--- src/rtl/lamp_ramp_controller.sv ---
// Lamp level sequencer: accepts a target level over valid/ready and ramps the
// lit-lamp count toward it one step every STEP_CYCLES clocks, with emergency off.
module lamp_ramp_controller #(
  parameter int STEP_CYCLES = 4
) (
  input  logic       clk,
  input  logic       rst_n,
  input  logic       req_valid,
  input  logic [3:0] req_level,
  output logic       req_ready,
  input  logic       emergency_off,
  output logic [3:0] active_lights,
  output logic       busy,
  output logic       done
);

  localparam int CNT_W = (STEP_CYCLES > 1) ? $clog2(STEP_CYCLES) : 1;
  localparam logic [CNT_W-1:0] CNT_RELOAD = CNT_W'(STEP_CYCLES - 1);

  typedef enum logic [1:0] {
    S_IDLE = 2'd0,
    S_RAMP = 2'd1,
    S_DONE = 2'd2
  } state_t;

  state_t           r_state;
  logic [3:0]       r_level;
  logic [3:0]       r_target;
  logic             r_up;
  logic [CNT_W-1:0] r_cnt;

  logic       w_xfer;
  logic [3:0] w_stepped;

  assign req_ready     = (r_state == S_IDLE) & ~emergency_off;
  assign w_xfer        = req_valid & req_ready;
  // Direction is latched at acceptance, so the step can never wrap past 0 or 15.
  assign w_stepped     = r_up ? (r_level + 4'd1) : (r_level - 4'd1);
  assign active_lights = r_level;
  assign busy          = (r_state == S_RAMP);
  assign done          = (r_state == S_DONE);

  always_ff @(posedge clk) begin
    if (!rst_n) begin
      r_state  <= S_IDLE;
      r_level  <= 4'd0;
      r_target <= 4'd0;
      r_up     <= 1'b0;
      r_cnt    <= '0;
    end else if (emergency_off) begin
      r_state  <= S_IDLE;
      r_level  <= 4'd0;
      r_target <= 4'd0;
    end else begin
      unique case (r_state)
        S_IDLE: begin
          if (w_xfer) begin
            if (req_level == r_level) begin
              r_state <= S_DONE;
            end else begin
              r_target <= req_level;
              r_up     <= (req_level > r_level);
              r_cnt    <= CNT_RELOAD;
              r_state  <= S_RAMP;
            end
          end
        end
        S_RAMP: begin
          if (r_cnt != '0) begin
            r_cnt <= r_cnt - CNT_W'(1);
          end else begin
            r_level <= w_stepped;
            r_cnt   <= CNT_RELOAD;
            if (w_stepped == r_target) r_state <= S_DONE;
          end
        end
        S_DONE:  r_state <= S_IDLE;
        default: r_state <= S_IDLE;
      endcase
    end
  end

endmodule

--- config.mk ---
export PLATFORM = sky130hd
export DESIGN_NAME = lamp_ramp_controller
export DESIGN_NICKNAME = d
export VERILOG_FILES = /design/src/rtl/lamp_ramp_controller.sv
export SDC_FILE = /design/constraint.sdc
export NUM_CORES = 1
export LEC_CHECK = 0
export CAP_MARGIN = 5
export CORE_MARGIN = 2
export CORE_UTILIZATION = 45
export CTS_CLUSTER_DIAMETER = 100
export DETAILED_ROUTE_END_ITERATION = 8
export GPL_TIMING_DRIVEN = 0
export PLACE_DENSITY = 0.71
export SKIP_LAST_GASP = 1
export SLEW_MARGIN = 20
export SYNTH_ARGS = -nofsm -noshare
export SYNTH_HDL_FRONTEND = slang
export SYNTH_SLANG_ARGS = --single-unit
--- constraint.sdc ---
create_clock -name clk -period 1.85 [get_ports clk]
set_input_delay 0.37 -clock clk [delete_from_list [all_inputs] [get_ports clk]]
set_output_delay 0.37 -clock clk [all_outputs]
set_load 0.05 [all_outputs]
==> results of run 1 <==
[logic make-up after synthesis]
group / Yosys count / share of synthesized area (%)
AOI/OAI and AO/OA: 15 / 12.29
xor gates and xnor gates: 8 / 10.45
adders and majority gates: 8 / 13.21
buffers and inverters: 12 / 5.683
DFF: 13 / 31.95
muxes: 5 / 6.298
and+or+nand+nor: 31 / 20.12
[final cells by class]
cell class / instances / area share (%)
Multi-Input combinational cell: 67 / 51.32
Sequential cell: 13 / 25.84
Timing Repair Buffer: 15 / 13.40
Inverter: 10 / 3.589
Tap cell: 25 / 2.990
Clock buffer: 4 / 2.512
Buffer: 1 / 0.3589
[what timing repair did]
action | 4_1_cts | 5_1_grt
pin swaps | 1 | 0
buffers inserted | 1 | 0
endpoints found under the setup margin | 5 | 9
gates resized for setup | 9 | 10
[synth_stat cells, drive strengths merged]
library cell,number,area [um2]
or4,1,7.510
o21ba,1,10.01
and2,1,7.510
a21oi,5,25.02
xnor2,4,35.03
mux2i,4,40.04
and3,2,12.51
a31oi,2,12.51
xor3,1,23.77
ha,7,87.58
o31a,1,10.01
dfxtp,13,260.3
nor2,13,48.80
nor3,3,15.01
clkbuf,1,3.750
nor2b,3,18.77
mux2,1,11.26
nand3b,1,7.510
buf,1,5.000
o21ai,3,15.01
xor2,3,26.28
nand4,2,12.51
nand3,3,15.01
o211a,2,20.02
o21a,1,7.510
or4b,1,10.01
fa,1,20.02
inv,10,37.54
or2b,1,8.760
[path summary, 6_finish.rpt]
kind	start	depth (start not counted)	end	slack (ns)
min reg2reg	r_cnt[1]	1	r_cnt[1]	0.51
min	r_cnt[1]	1	r_cnt[1]	0.51
max reg2reg	active_lights[1]	6	r_state[1]	-0.009
max	active_lights[1]	6	r_state[1]	-0.009
[flip-flops by register name, summed over array words and instances (netlist names)]
| signal | count |
|---|---|
| active_lights | 4 |
| r_target | 4 |
| r_cnt | 2 |
| r_state | 2 |
| r_up | 1 |
[power breakdown]
group          internal [mW]  switching (mW)  total [mW]
Combinational         0.0638          0.0667       0.131
Clock                 0.0835          0.0956       0.179
Sequential             0.287         0.00852       0.295
[per-stage QoR]
step | std cells | TNS [ns] | power, mW
after floorplan | 92 | -0.001105 | 0.3876
after global placement | 131 | -2.264 | 0.4282
after detailed placement | 131 | -2.488 | 0.4302
after CTS | 136 | -0.02312 | 0.6147
after global routing | 135 | -0.08228 | 0.6358
final | 135 | -0.008606 | 0.6047
[cell usage in the layout, fill, tap and decap left out, types with 2 or more instances in the layout]
master and instances:
sky130_fd_sc_hd__a21oi_1 5, sky130_fd_sc_hd__clkdlybuf4s50_1 8, sky130_fd_sc_hd__dfxtp_1 9, sky130_fd_sc_hd__nor2b_1 3, sky130_fd_sc_hd__nor2_1 13, sky130_fd_sc_hd__o211a_1 2, sky130_fd_sc_hd__clkbuf_4 3, sky130_fd_sc_hd__a31oi_1 2
sky130_fd_sc_hd__xor2_1 3, sky130_fd_sc_hd__xnor2_1 4, sky130_fd_sc_hd__dfxtp_4 2, sky130_fd_sc_hd__buf_2 2, sky130_fd_sc_hd__nand3_1 3, sky130_fd_sc_hd__inv_2 2, sky130_fd_sc_hd__inv_1 8, sky130_fd_sc_hd__clkbuf_1 2
sky130_fd_sc_hd__nand4_1 2, sky130_fd_sc_hd__dlymetal6s2s_1 3, sky130_fd_sc_hd__nor3_1 2, sky130_fd_sc_hd__ha_1 6, sky130_fd_sc_hd__mux2i_1 4, sky130_fd_sc_hd__dfxtp_2 2, sky130_fd_sc_hd__o21ai_0 2
[per-layer routing]
metal  GRT usage, %  wire length [um]
met1          23.99               799
met2          26.11               743
met3          3.137                73
met4          8.000                18
met5              0                 0
[worst max-delay path: cells and delay by family, from the launching register on]
kind	cells	cell delay (ns)
buffers and inverters	1	0.05
flip-flops	1	0.37
adder cells (fa/ha/maj)	1	0.46
AO/OA/AOI/OAI	1	0.12
AND/OR/NAND/NOR	2	0.55
XOR/XNOR	1	0.25
==> impl_summary.md, run 1 <==
STA
Final hold analysis gives a worst-case slack of 0.5097 ns. For the pin with the worst max-slew slack, the measured transition is 0.5030 ns. The largest clock skew in the final design is 0.001808 ns. Setup repair after global routing could not meet its margin everywhere.

The fmax is 538.0 MHz. The worst path uses 100.5% of the clock period. Setup violations remaining at the end of the flow were counted as 1. Subtracting the final worst setup slack from the clock period gives 1.859 ns. The worst relative slew slack is 66.41%. The final count of hold timing violations is 0.

The number of pins exceeding their max-slew limit in the final report is 0. Once routing completed, OpenROAD measured the worst setup slack at -0.008606 ns.

Clocking
After clock tree synthesis, the clock-pin slew on the worst setup and hold paths is 0.08 ns. The number of clock sinks seen by CTS is 13. The number of CTS-inserted buffers is 3.

The number of buffers on the longest clock path is 2. The total number of H-tree levels is 1. CTS placed an instance of sky130_fd_sc_hd__clkbuf_4 at the clock tree root.

The CTS tree is done. For the worst-skew pair, the clock arrives at the later sink with an insertion delay of 0.27 ns. The hold-fix buffer count after cts is 0.

Run
Max-cap violations in this run came to 0.

GRT
The initial antenna violation count came to 0. The via count of the first global-routing pass is 620. The combined global-route utilization of all metal layers is 17.42%. The wire length of the first global-routing pass is 2691 um. Global routing finished with a remaining overflow of 0. Entering global routing, the biggest net connects 11 pins.

Pwr
The total leakage power is 0.4836 nW. The areal power density over the cells is 578.1 nW/um2. IR analysis of the VDD net gives a maximum drop of 0.2995 mV.

Placed design
Routability-driven placement finished with a final weighted congestion of 0.8044. In this run the tool buffered the top-level ports with 14 buffer cells. Before CTS, the worst setup slack after placement is -0.3982 ns. Detailed placement finished with a half-perimeter wire length of 1235 um. The total placed instance area is 1007 um2.

Finish
Summing all non-filler instances in the final layout gives an area of 1046 um2. The multi-input combinational cell area is 536.8 um2. The final standard cell utilization of the core is 61.25%. The sequential cell area in the final layout is 270.3 um2. Of the cells placed in the final design, the portion with a size suffix greater than 1 is 20.00%.

Compared with the post-synthesis result, the final layout area differs by 28.42%. The count of filler cells inserted in the layout is 149. The net count reported at finish is 127. The number of antenna diodes in the final layout is 0.

Worst setup path
Among all stages on the critical path, the largest delay is contributed by sky130_fd_sc_hd__fa_1. The critical path endpoint category is a flip-flop. The maximum cell stage delay along the critical path is 0.46 ns. The arrival time at the worst endpoint is 2.07 ns.

The highest fanout seen on the critical path is 4. The startpoint-to-endpoint class of the critical path is flip-flop to flip-flop. STA classifies the critical path startpoint as a flip-flop.

The signal on the critical path passes through inv_2, fa_1, xor3_1, nand4_1, or4_1, o21ai_1. At the worst endpoint, the required time is 2.06 ns.

Worst hold path
The worst hold path class is flip-flop to flip-flop.

Floorplan
The core region is 1708 um2. The initial utilization of the core area, before any placement, comes to 47.69%. The number of top-level pins is 15. The row count is 15. The die is 46.55 um wide. The overall die area is 2166 um2. The height of the chip is 46.55 um.

Drt
The first detailed-routing pass took 4 iterations. The DRC violation total after the first TritonRoute iteration is 9. The total wire length after detailed routing is 1634 um.

In the final routed layout, each cell accounts on average for 12.10 um. In this run the remaining antenna-violating nets after routing total 0. The number of vias after detailed routing is 692.

The remaining routing DRC violations is 0. After detailed routing, the number of vias per cell comes to 5.126.

Synth
Synthesis inferred 13 register bits. During synthesis, Yosys emitted a total of 0 warnings. The post-synthesis cell count is 92. The number of different library cells used by synthesis comes to 30.

The summed instance area of the synthesized netlist is 814.5 um2. Dividing the synthesized area by the synthesized cell count gives 8.854 um2. Of the synthesized area, sequential elements account for 31.95%. When the netlist entered floorplanning its net count stood at 108.

Run status
The checks that failed: negative setup slack. The run finished, with violations left.
Note: power is estimated with default switching activity, not from simulation.
==> run 2: changes to the inputs <==
--- a/config.mk
+++ b/config.mk
@@ -5,6 +5,7 @@
 export SDC_FILE = /design/constraint.sdc
 export NUM_CORES = 1
 export LEC_CHECK = 0
+export ABC_CLOCK_PERIOD_IN_PS = 1850
 export CAP_MARGIN = 5
 export CORE_MARGIN = 2
 export CORE_UTILIZATION = 45
==> results of run 2 <==
No change in the layout: final DEF, timing and power equal those of run 1.
==> run 3: changes to the inputs <==
--- a/config.mk
+++ b/config.mk
@@ -8,11 +8,12 @@
 export ABC_CLOCK_PERIOD_IN_PS = 1850
 export CAP_MARGIN = 5
 export CORE_MARGIN = 2
-export CORE_UTILIZATION = 45
+export CORE_UTILIZATION = 48
+export CTS_BUF_LIST = sky130_fd_sc_hd__clkbuf_8
 export CTS_CLUSTER_DIAMETER = 100
 export DETAILED_ROUTE_END_ITERATION = 8
 export GPL_TIMING_DRIVEN = 0
-export PLACE_DENSITY = 0.71
+export PLACE_DENSITY = 0.75
 export SKIP_LAST_GASP = 1
 export SLEW_MARGIN = 20
 export SYNTH_ARGS = -nofsm -noshare
==> constraint.sdc (replaced) <==
create_clock -name clk -period 1.85 [get_ports clk]
set_input_delay 0.185 -clock clk [delete_from_list [all_inputs] [get_ports clk]]
set_output_delay 0.185 -clock clk [all_outputs]
set_load 0.05 [all_outputs]
==> run 3 against run 2 <==
  * The run still ends with negative setup slack left
  * Non-clock buffer count up 1
  * Power grew 12%
  * Global-route usage up 1.7 points
  * Clock skew down 0.00051 ns
  * Worst hold slack worse by 0.0026 ns
  * Die area decreased by 5.7%
  * Critical endpoint unchanged
==> impl_summary.md, run 3 (synthesis gave the netlist of run 1 again) <==
Run status
The flow ran to the end, but the final reports show violations. The checks that failed: negative setup slack.

Clocking
Hold repair after CTS inserted 0 buffers. The number of clock buffers added by TritonCTS is 3. TritonCTS built the clock tree. The clock tree root buffer cell is sky130_fd_sc_hd__clkbuf_8. The clock passes through at most 2 buffers. Clock tree synthesis found a total of 13 sinks.

The clock transition at the registers of the reported paths is 0.05 ns. CTS built an H-tree with a depth of 1. The later-pin clock latency in the skew report is 0.24 ns.

Worst setup path
The critical path is of the flip-flop to flip-flop type. The worst setup path is launched from a flip-flop. The data required time at the worst endpoint is 2.03 ns. The arrival time at the worst endpoint is 2.08 ns. Of all nets on the critical path, the largest fanout is 4. The worst setup path is captured at a flip-flop.

Placed design
Summed over all nets, the half-perimeter wirelength after detailed placement is 1263 um. OpenSTA, run right after detailed placement, puts the worst setup slack at -0.1779 ns. In this run the tool buffered the top-level ports with 14 buffer cells.

The congestion estimate from routability-driven global placement came to 0.7853.

STA
The worst path in the final design needs a cycle of 1.904 ns, including I/O delays and setup. The final count of hold timing violations is 0. The clock arrives with 0.001302 ns of skew. The number of setup violations in the final report is 1. Setup repair after global routing could not meet its margin everywhere.

The post-layout worst setup margin is -0.05410 ns. The measured slew at the worst slew-check pin is 0.4950 ns. The fmax is 525.2 MHz.

The total negative slack is -0.05410 ns. In the finished design, the share of the clock period the worst path needs comes to 102.9%. The worst hold slack is 0.5071 ns. The worst relative slew slack is 66.90%. The number of pins exceeding their max-slew limit in the final report is 0.

Floorplan
The initialized floorplan defines 14 standard-cell rows. The height of the chip is 45.20 um. The core outline area is 1541 um2. The number of top-level pins is 15.

In this run the horizontal extent of the chip is 45.20 um. The overall die area is 2043 um2. The effective utilization at floorplan is 52.84%.

Finish
The diode insertion count for antenna repair is 0. The area growth from synthesis to layout is 29.95%. The sequential cell area in the final layout is 270.3 um2. The library cell used most frequently in the layout, excluding fill and tap cells, is sky130_fd_sc_hd__nor2_1. The share of cells above drive strength 1 is 18.02%. The multi-input combinational cell area is 531.8 um2. In the layout the commonest cells are sky130_fd_sc_hd__nor2_1 (13), sky130_fd_sc_hd__clkdlybuf4s50_1 (11), sky130_fd_sc_hd__dfxtp_1 (9). After filler insertion, the fill cell instance count of the layout stands at 137. The net count reported at finish is 128.

Drt
After detailed routing, the number of remaining DRC violations is 0. The routed length per instance is 12.97 um. The routed via count divided by cell count is 5.433. For this run, the detailed router's first-pass iteration total came to 4.

The total wire length after detailed routing is 1647 um. The number of vias after detailed routing is 690. The DRC violation total after the first TritonRoute iteration is 8. The detail route stage leaves a number of antenna-violating nets equal to 0.

GRT
The initial antenna violation count is 0. The wire length of the first global-routing pass is 2787 um. Across every metal layer, demand over resource in global routing totals 19.12%.

The via count of the first global-routing pass is 647. The pin count of the biggest net entering global routing is 11. The residual overflow from global routing is 0.

Pwr
For this design the total switching power over the nets is 178.0 uW. The combinational group share of total power is 19.4%. The analysis attributes to cell leakage a power of 0.4519 nW.

The total power consumption of the routed design is 678.8 uW. The share of total power consumed by net switching is 26.23%. Internal power comes to 500.8 uW. VDD sags by at most 0.4738 mV. The areal power density over the cells is 641.3 nW/um2. The part of the total power dissipated in the clock network is 37.0%. The share of power burned in registers is 43.6%.

Worst hold path
The worst hold path belongs to the class flip-flop to flip-flop.

Run
The number of max-cap violations is 0.
run 3: changes by cell type in the layout (fill, tap and decap cells not counted):
cell	change
sky130_fd_sc_hd__and3_1	+1
sky130_fd_sc_hd__and3_4	-1
sky130_fd_sc_hd__buf_2	-1
sky130_fd_sc_hd__clkbuf_1	-1
sky130_fd_sc_hd__clkbuf_2	-1
sky130_fd_sc_hd__clkbuf_4	-3
sky130_fd_sc_hd__clkbuf_8	+3
sky130_fd_sc_hd__clkdlybuf4s50_1	+3
sky130_fd_sc_hd__clkinv_2	+1
sky130_fd_sc_hd__dlygate4sd2_1	+3
sky130_fd_sc_hd__dlymetal6s2s_1	-3
run 3: cell type report:
type                    count  share of cell area (%)
plain buffers               2                  0.8274
clock buffers               3                   3.901
clock inverters             1                  0.4728
inverters                  10                   3.546
multi-input cells          67                   50.24
flip-flops and latches     13                   25.53
well taps                  16                   1.891
repair buffers             15                   13.59
run 3: through the flow:
step,instance area [um2],utilization [%],std cells
floorplan,835.8,-,92
finish,1059,68.67,127
global route,1059,68.67,127
detailed placement,996.0,64.61,122
global placement,996.0,64.61,122
CTS,1051,68.18,126
run 3: path summary, 6_finish.rpt:
kind                    start          end  slack [ns]  cells past startpoint
min               r_target[2]  r_target[2]        0.51                      2
min reg2reg       r_target[2]  r_target[2]        0.51                      2
max          active_lights[1]   r_state[1]       -0.05                      6
max reg2reg  active_lights[1]   r_state[1]       -0.05                      6
run 3: worst max-delay path, stage by stage (launching register included):
cell                      delay [ns]
sky130_fd_sc_hd__dfxtp_4        0.36
sky130_fd_sc_hd__inv_2          0.05
sky130_fd_sc_hd__fa_1           0.57
sky130_fd_sc_hd__xor2_1         0.16
sky130_fd_sc_hd__nand4_1        0.14
sky130_fd_sc_hd__or4_1          0.43
sky130_fd_sc_hd__o21ai_1        0.13
run 3: what timing repair did:
action,in CTS,in global routing
endpoints found under the setup margin,4,2
setup buffers,0,1
resized for setup,4,0
pin swaps,0,1
run 3: power by group through the flow:
stage | Clock (mW) | Combinational, mW | Sequential, mW
6_report | 0.251 | 0.131 | 0.296
2_1_floorplan | 0 | 0.0838 | 0.304
3_3_place_gp | 0 | 0.126 | 0.301
3_5_place_dp | 0 | 0.129 | 0.302
5_1_grt | 0.273 | 0.145 | 0.297
4_1_cts | 0.265 | 0.131 | 0.296
run 3: per-layer routing:
| metal | global-route usage, % | vias up | routed length (um) |
|---|---|---|---|
| met5 | 0 | - | 0 |
| met4 | 10.59 | 0 | 35 |
| met3 | 6.800 | 6 | 104 |
| met2 | 29.14 | 18 | 708 |
| met1 | 23.33 | 306 | 800 |
| li1 | - | 360 | - |
